File: config.mk
export PLATFORM = sky130hd
export DESIGN_NAME = tage_update_queue
export DESIGN_NICKNAME = d
export VERILOG_FILES = /design/src/rtl/tage_update_queue.sv
export SDC_FILE = /design/constraint.sdc
export NUM_CORES = 1
export LEC_CHECK = 0
export ABC_AREA = 1
export BUFFER_PORTS_ARGS = -buffer_cell sky130_fd_sc_hd__buf_4
export CAP_MARGIN = 40
export CORE_MARGIN = 2
export CORE_UTILIZATION = 56
export DETAILED_ROUTE_END_ITERATION = 12
export PLACE_DENSITY = 0.78
export SLEW_MARGIN = 20
export SYNTH_ARGS = -nofsm -noshare
export SYNTH_HDL_FRONTEND = slang
export SYNTH_SLANG_ARGS = --single-unit
File: constraint.sdc
create_clock -name clk -period 5.9 [get_ports clk]
set_input_delay 0.295 -clock clk [delete_from_list [all_inputs] [get_ports clk]]
set_output_delay 0.295 -clock clk [all_outputs]
set_load 0.005 [all_outputs]
File: src/rtl/tage_update_queue.sv
`default_nettype none
// ============================================================================
//  Module      : tage_update_queue
//  Description : FIFO of resolved-branch outcomes replayed one per cycle as
//                training writes to the TAGE base table. Optional same-cycle
//                bypass when empty: define TAGE_UPDQ_BYPASS_EN.
//  Revision    : 1.0  initial release
// ============================================================================
module tage_update_queue #(
    parameter  int DEPTH = 8,
    localparam int PTR_W = $clog2(DEPTH)
) (
    input  logic             clk,
    input  logic             rst,
    input  logic             res_valid,
    output logic             res_ready,
    input  logic [31:0]      res_pc,
    input  logic [1:0]       res_ghr,
    input  logic             res_taken,
    input  logic [1:0]       res_pred,
    input  logic             flush,
    input  logic             upd_stall,
    output logic             upd_valid,
    output logic [31:0]      upd_pc,
    output logic [1:0]       upd_ghr,
    output logic             upd_taken,
    output logic [1:0]       upd_pred,
    output logic [PTR_W:0]   occupancy
);

    localparam int c_ENTRY_W = 37;

    logic [c_ENTRY_W-1:0] r_mem [DEPTH];
    logic [PTR_W:0]       r_wr_ptr;
    logic [PTR_W:0]       r_rd_ptr;

    logic                 w_empty;
    logic                 w_full;
    logic                 w_push;
    logic                 w_pop;
    logic                 w_bypass;
    logic [c_ENTRY_W-1:0] w_head;
    logic [c_ENTRY_W-1:0] w_res_entry;
    logic [c_ENTRY_W-1:0] w_upd_entry;

    // Extra pointer MSB separates full (MSBs differ) from empty (all equal).
    assign w_empty = (r_wr_ptr == r_rd_ptr);
    assign w_full  = (r_wr_ptr[PTR_W-1:0] == r_rd_ptr[PTR_W-1:0]) &&
                     (r_wr_ptr[PTR_W] != r_rd_ptr[PTR_W]);

    assign w_res_entry = {res_pc, res_ghr, res_taken, res_pred};
    assign w_head      = r_mem[r_rd_ptr[PTR_W-1:0]];

`ifdef TAGE_UPDQ_BYPASS_EN
    assign w_bypass = w_empty && res_valid && !upd_stall && !flush && !rst;
`else
    assign w_bypass = 1'b0;
`endif

    assign res_ready = !w_full && !flush && !rst;
    assign w_pop     = !w_empty && !upd_stall && !flush && !rst;
    // A bypassed resolution is consumed directly and never enters storage.
    assign w_push    = res_valid && res_ready && !w_bypass;
    assign upd_valid = w_pop || w_bypass;

    always_comb begin
        w_upd_entry = '0;
        if (!rst) begin
            if (!w_empty) begin
                w_upd_entry = w_head;
            end else if (w_bypass) begin
                w_upd_entry = w_res_entry;
            end
        end
    end

    assign {upd_pc, upd_ghr, upd_taken, upd_pred} = w_upd_entry;
    assign occupancy = r_wr_ptr - r_rd_ptr;

    always_ff @(posedge clk) begin
        if (rst || flush) begin
            r_wr_ptr <= '0;
            r_rd_ptr <= '0;
        end else begin
            if (w_push) begin
                r_wr_ptr <= r_wr_ptr + 1'b1;
            end
            if (w_pop) begin
                r_rd_ptr <= r_rd_ptr + 1'b1;
            end
        end
    end

    // Storage is not reset; only the pointers define what is valid.
    always_ff @(posedge clk) begin
        if (w_push) begin
            r_mem[r_wr_ptr[PTR_W-1:0]] <= w_res_entry;
        end
    end

endmodule
`default_nettype wire
# [Word level (Yosys, flattened, before mapping)]
# Memory sizes are Yosys's and may differ from the RTL's. A register that Yosys moved wholly into a read port is not among the register bits.
# Cells that the tools add are included.
[totals] reg_bits=8 latchBits=0 ram_bits=296 mem_bits_ro=0 input_bits=42 output_inout_bits=43 word_cells=28 n_memories=1
[classes] addsub=3 mul=0 n_div=0 order_cmp=0 n_eq_ne=3 shifts=0 mux=6 bitwise_logic=0 n_reduce_logical=13
[mem_list] memory="r_mem" depth=8 width=37 rd=1 rd_clocked_by_memory_dff=1 write_ports=1 line_no="33" source="logic [c_ENTRY_W-1:0] r_mem [DEPTH];"
[op_table] op="$mux 37" n=2
[op_table] op="$add 4x1->4 const B" n=2
[op_table] op="$logic_and 1x1->1" n=7
[op_table] op="$mux 3" n=2
[op_table] op="$logic_not 1->1" n=5
[op_table] op="$eq 4x4->1" n=1
[op_table] op="$sub 4x4->4" n=1
[op_table] op="$eq 3x3->1" n=1
[op_table] op="$mux 1" n=2
[op_table] op="$logic_or 1x1->1" n=1
[op_table] op="$ne 1x1->1" n=1

# [Logic depth before layout (Yosys ltp)]
[depth] word_depth=8 ltp_mapped=9 mapped_depth_nobuf=9

# [Worst setup path before layout]
# OpenSTA, ideal clock, no wires.
[synth_timing] path_kind="register to register" from="reg r_wr_ptr[0]" to="mem r_mem[0][0], enable pin" setup_time_ns=0.478 t_arrival_ns=3.890 required_ns=5.422 setup_slack_ns=1.532 path_stages_with_launch=9 path_buffers=1 period_less_slack_ns=4.368 cell_sequence="dfxtp_1 -> inv_1 -> ha_1 -> nand2_1 -> nor2_4 -> nand2_2 -> nand3_1 -> buf_6 -> nor3_1"
[synth_via] elab_chain_len=8
[synth_lines] element="start: declaration" line_no="34" source="logic [PTR_W:0] r_wr_ptr;"
[synth_lines] element="start signal: assignment" line_no="86" source="r_wr_ptr <= r_wr_ptr + 1'b1;"
[synth_lines] element="$eq 3x3->1" line_no="48" source="assign w_full = (r_wr_ptr[PTR_W-1:0] == r_rd_ptr[PTR_W-1:0]) &&"
[synth_lines] element="$logic_and 1x1->1" line_no="48"
[synth_lines] element="$logic_not 1->1" line_no="60" source="assign res_ready = !w_full && !flush && !rst;"
[synth_lines] element="$logic_and 1x1->1 (2 in series)" line_no="60"
[synth_lines] element="$logic_and 1x1->1" line_no="63" source="assign w_push = res_valid && res_ready && !w_bypass;"
[synth_lines] element="$mux 1" line_no="96" source="if (w_push) begin"
[synth_lines] element="$mux 1 (not written as such)" line_no="97" source="r_mem[r_wr_ptr[PTR_W-1:0]] <= w_res_entry;"
[synth_lines] element="end: declaration" line_no="33"
# Several ways; a longest one is shown, not always the timed one.

# [Final worst setup path]
[layout_timing] from="reg r_wr_ptr[0]" to="out upd_pc[20]"
[layout_via] elab_chain_len=3
[layout_lines] element="$eq 4x4->1" line_no="47" source="assign w_empty = (r_wr_ptr == r_rd_ptr);"
[layout_lines] element="$mux 37" line_no="69" source="if (!w_empty) begin"
[layout_lines] element="$mux 37" line_no="68" source="if (!rst) begin"
[layout_lines] element="end: declaration" line_no="24" source="output logic [31:0] upd_pc,"
# Every way passes these cells.

==> qor.csv <==
stage,metric,value,unit
yosys,ys_seq_area_share,73.45,%
grt,grt-ovfl-total,0,
timing,slew_headroom,52.94,%
yosys,syn_inst,1013,
clocking,clk_latency,0.55,ns
die,core-area,21760,um^2
yosys,yosys_warnings,0,
critical_path,crit_path_max_fanout,37,
clocking,numCtsBuffers,30,
routing,first_pass_iters,5,
timing,skew,0.01732,ns
grt,grt_max_degree,77,
timing,setup-tns-final,0,ns
critical_path,slowest_stage,dfxtp_1,
yosys,ys_types,28,
power,total_power,0.004282,W
routing,wl_per_cell,18.05,um
routing,antenna_left,0,
layout,final_cell_area,14570,um^2
layout,layout.nets,1176,
clocking,h-tree-depth,1,
routing,drc_errors,0,
run,maxCapViolCount,0,
timing,finalHoldViolations,0,
routing,vias,7983,
timing,setup_violations,0,
clocking,hold_buffers,35,
yosys,synth_area_per_cell,12.24,um^2
critical_path,required,5.61,ns
clocking,clockBufferDepth,3,
layout,antenna_cells,0,
yosys,synth_area,12400,um^2
clocking,cts_resized,0,
timing,rsz0062_at_grt,no,
critical_path,start_kind,register,
timing,clock.fmax,312.3,MHz
grt,grt_antenna_before_repair,0,
clocking,cts_tree,yes,
die,die_x,152.8,um
layout,layout_common_cells,"300 x nor2_1, 296 x edfxtp_1, 148 x o21ai_0",
power,p_per_area,293.9,nW/um^2
grt,grt_first_pass_wirelength,40.59,mm
die,start_util,57.00,%
timing,tightest_slew,0.7040,ns
critical_path,critical_path_class,reg -> out,
timing,layout_min_cycle_time,3.202,ns
layout,drive_gt1_share,14.36,%
timing,slew_violations,0,
critical_path,cp-startpoint,r_wr_ptr[0],
die,placementRows,54,
placed_design,portBuffers,84,
outcome,outcome,"finished, final reports clean",
power,vdd.ir_drop.worst,0.2661,mV
placed_design,postPlaceCellArea,13280,um^2
die,io_pins,85,
clocking,path_clk_slew,0.06,ns
layout,layout_commonest_cell,nor2_1,
critical_path,crit_family,buffers and inverters,
grt,grt_pass1_vias,7847,
die,die_height,152.8,um
timing,fin_crit_sh,54.27,%
placed_design,place_congestion,0.7867,
layout,nFillCells,1519,
yosys,synth_fp_nets,1061,
critical_path,arrival,2.91,ns
critical_path,path_buf_inv,3,
min_path,hp-class,in -> reg,
placed_design,dp_hpwl,14.13,mm
critical_path,crit_path_max_incr_delay,0.48,ns
clocking,cts_setup_buffers,0,
routing,wl,25.79,mm
grt,grt_usage,21.68,%
critical_path,crit_path_cell_trace,inv_1 > ha_1 > nand2_1 > nor2_4 > a21oi_4 > buf_4 > nand2_1 > nor2_1 > buf_4,
die,dieArea,23350,um^2
min_path,min-delay-start,res_pc[20],
routing,drtIter0Drc,639,
routing,avgViaCountPerCell,5.586,
clocking,cts.sinks,307,
clocking,clockRootBuffer,clkbuf_16,
critical_path,r2r_start,r_wr_ptr[0],
critical_path,crit_path_end_kind,output port,
power,p_leak,5.039,nW
layout,area_delta_synth_final,17.49,%
yosys,ys_ff_latch,307,
-- sequential cells by signal, summed over array words and instances, names as in the netlist, named ones only --
register / count
r_mem: 296
r_rd_ptr: 4
r_wr_ptr: 4
-- worst register-to-register path, cell delays in order, from the launching register on --
cell	delay [ns]
dfxtp_1	0.48
inv_1	0.22
ha_1	0.36
nand2_1	0.12
nor2_4	0.06
nand2_2	0.08
nand3_1	0.47
nor3_2	0.53
buf_4	0.45
-- per-stage QoR --
stage	util (%)	hold slack [ns]	worst slack, ns	std cells
after floorplan	-	0.3939	1.532	1013
after global routing	66.97	0.001683	2.507	1429
after global placement	60.58	0.4719	2.489	1335
final	66.97	0.01357	2.698	1429
after detailed placement	61.02	0.4757	2.342	1339
after CTS	66.84	0.0006397	2.293	1427
-- cell families (layout without fill, tap and decap cells) --
family,count (synthesis),in the layout,synth area share (%)
flip-flops,307,307,73.45
AO/OA/AOI/OAI,196,196,8.374
buffers and inverters,78,214,3.683
AND/OR/NAND/NOR,422,422,13.54
XOR/XNOR,4,4,0.2826
adder cells (fa/ha/maj),6,6,0.6659
-- cells in the mapped netlist (all sizes together) --
library cell,count,share of area (%)
nand2,62,1.9
o21ai,151,6.1
inv,18,0.54
a21oi,8,0.41
xnor2,1,0.071
clkbuf,25,1.1
nor2,305,9.4
ha,5,0.50
nand4,3,0.15
edfxtp,296,72
nor3,6,0.24
o22ai,37,1.9
fa,1,0.16
xor2,3,0.21
nand3,46,1.9
dfxtp,11,1.8
buf,35,2.1
-- layer usage --
metal | track usage, % | wire [um] | vias up
met5 | 0 | 0 | -
met4 | 5.952 | 473 | 0
met3 | 3.119 | 1591 | 42
met2 | 37.31 | 12920 | 245
met1 | 29.31 | 10800 | 3873
li1 | - | - | 3823
-- cell type report --
class | count | area (um^2) | share of cell area, %
Tap cell | 280 | 350.3 | 2.405
Inverter | 18 | 68.82 | 0.4723
Timing Repair Buffer | 143 | 1239 | 8.502
Clock buffer | 39 | 805.8 | 5.531
Sequential cell | 307 | 9115 | 62.56
Multi-Input combinational cell | 628 | 2880 | 19.77
Clock inverter | 14 | 110.1 | 0.7558
-- report_power, final --
| group | total, W | internal [W] | switching [W] |
|---|---|---|---|
| clock | 0.00178 | 0.00104 | 0.000739 |
| combinational | 0.000106 | 0.0000475 | 0.0000585 |
| sequential | 0.00240 | 0.00240 | 0.00000269 |
| total | 0.00428 | 0.00348 | 0.000800 |
-- worst paths after layout --
path / end / cells after the start / slack (ns)
worst max-delay path: upd_pc[20] / 9 / 2.70
worst max register to register: r_mem[4][20] / 8 / 2.75
worst min-delay path: r_mem[3][25] / 1 / 0.01
worst min register to register: r_rd_ptr[3] / 2 / 0.49
Power figures use the tool's default switching activity.
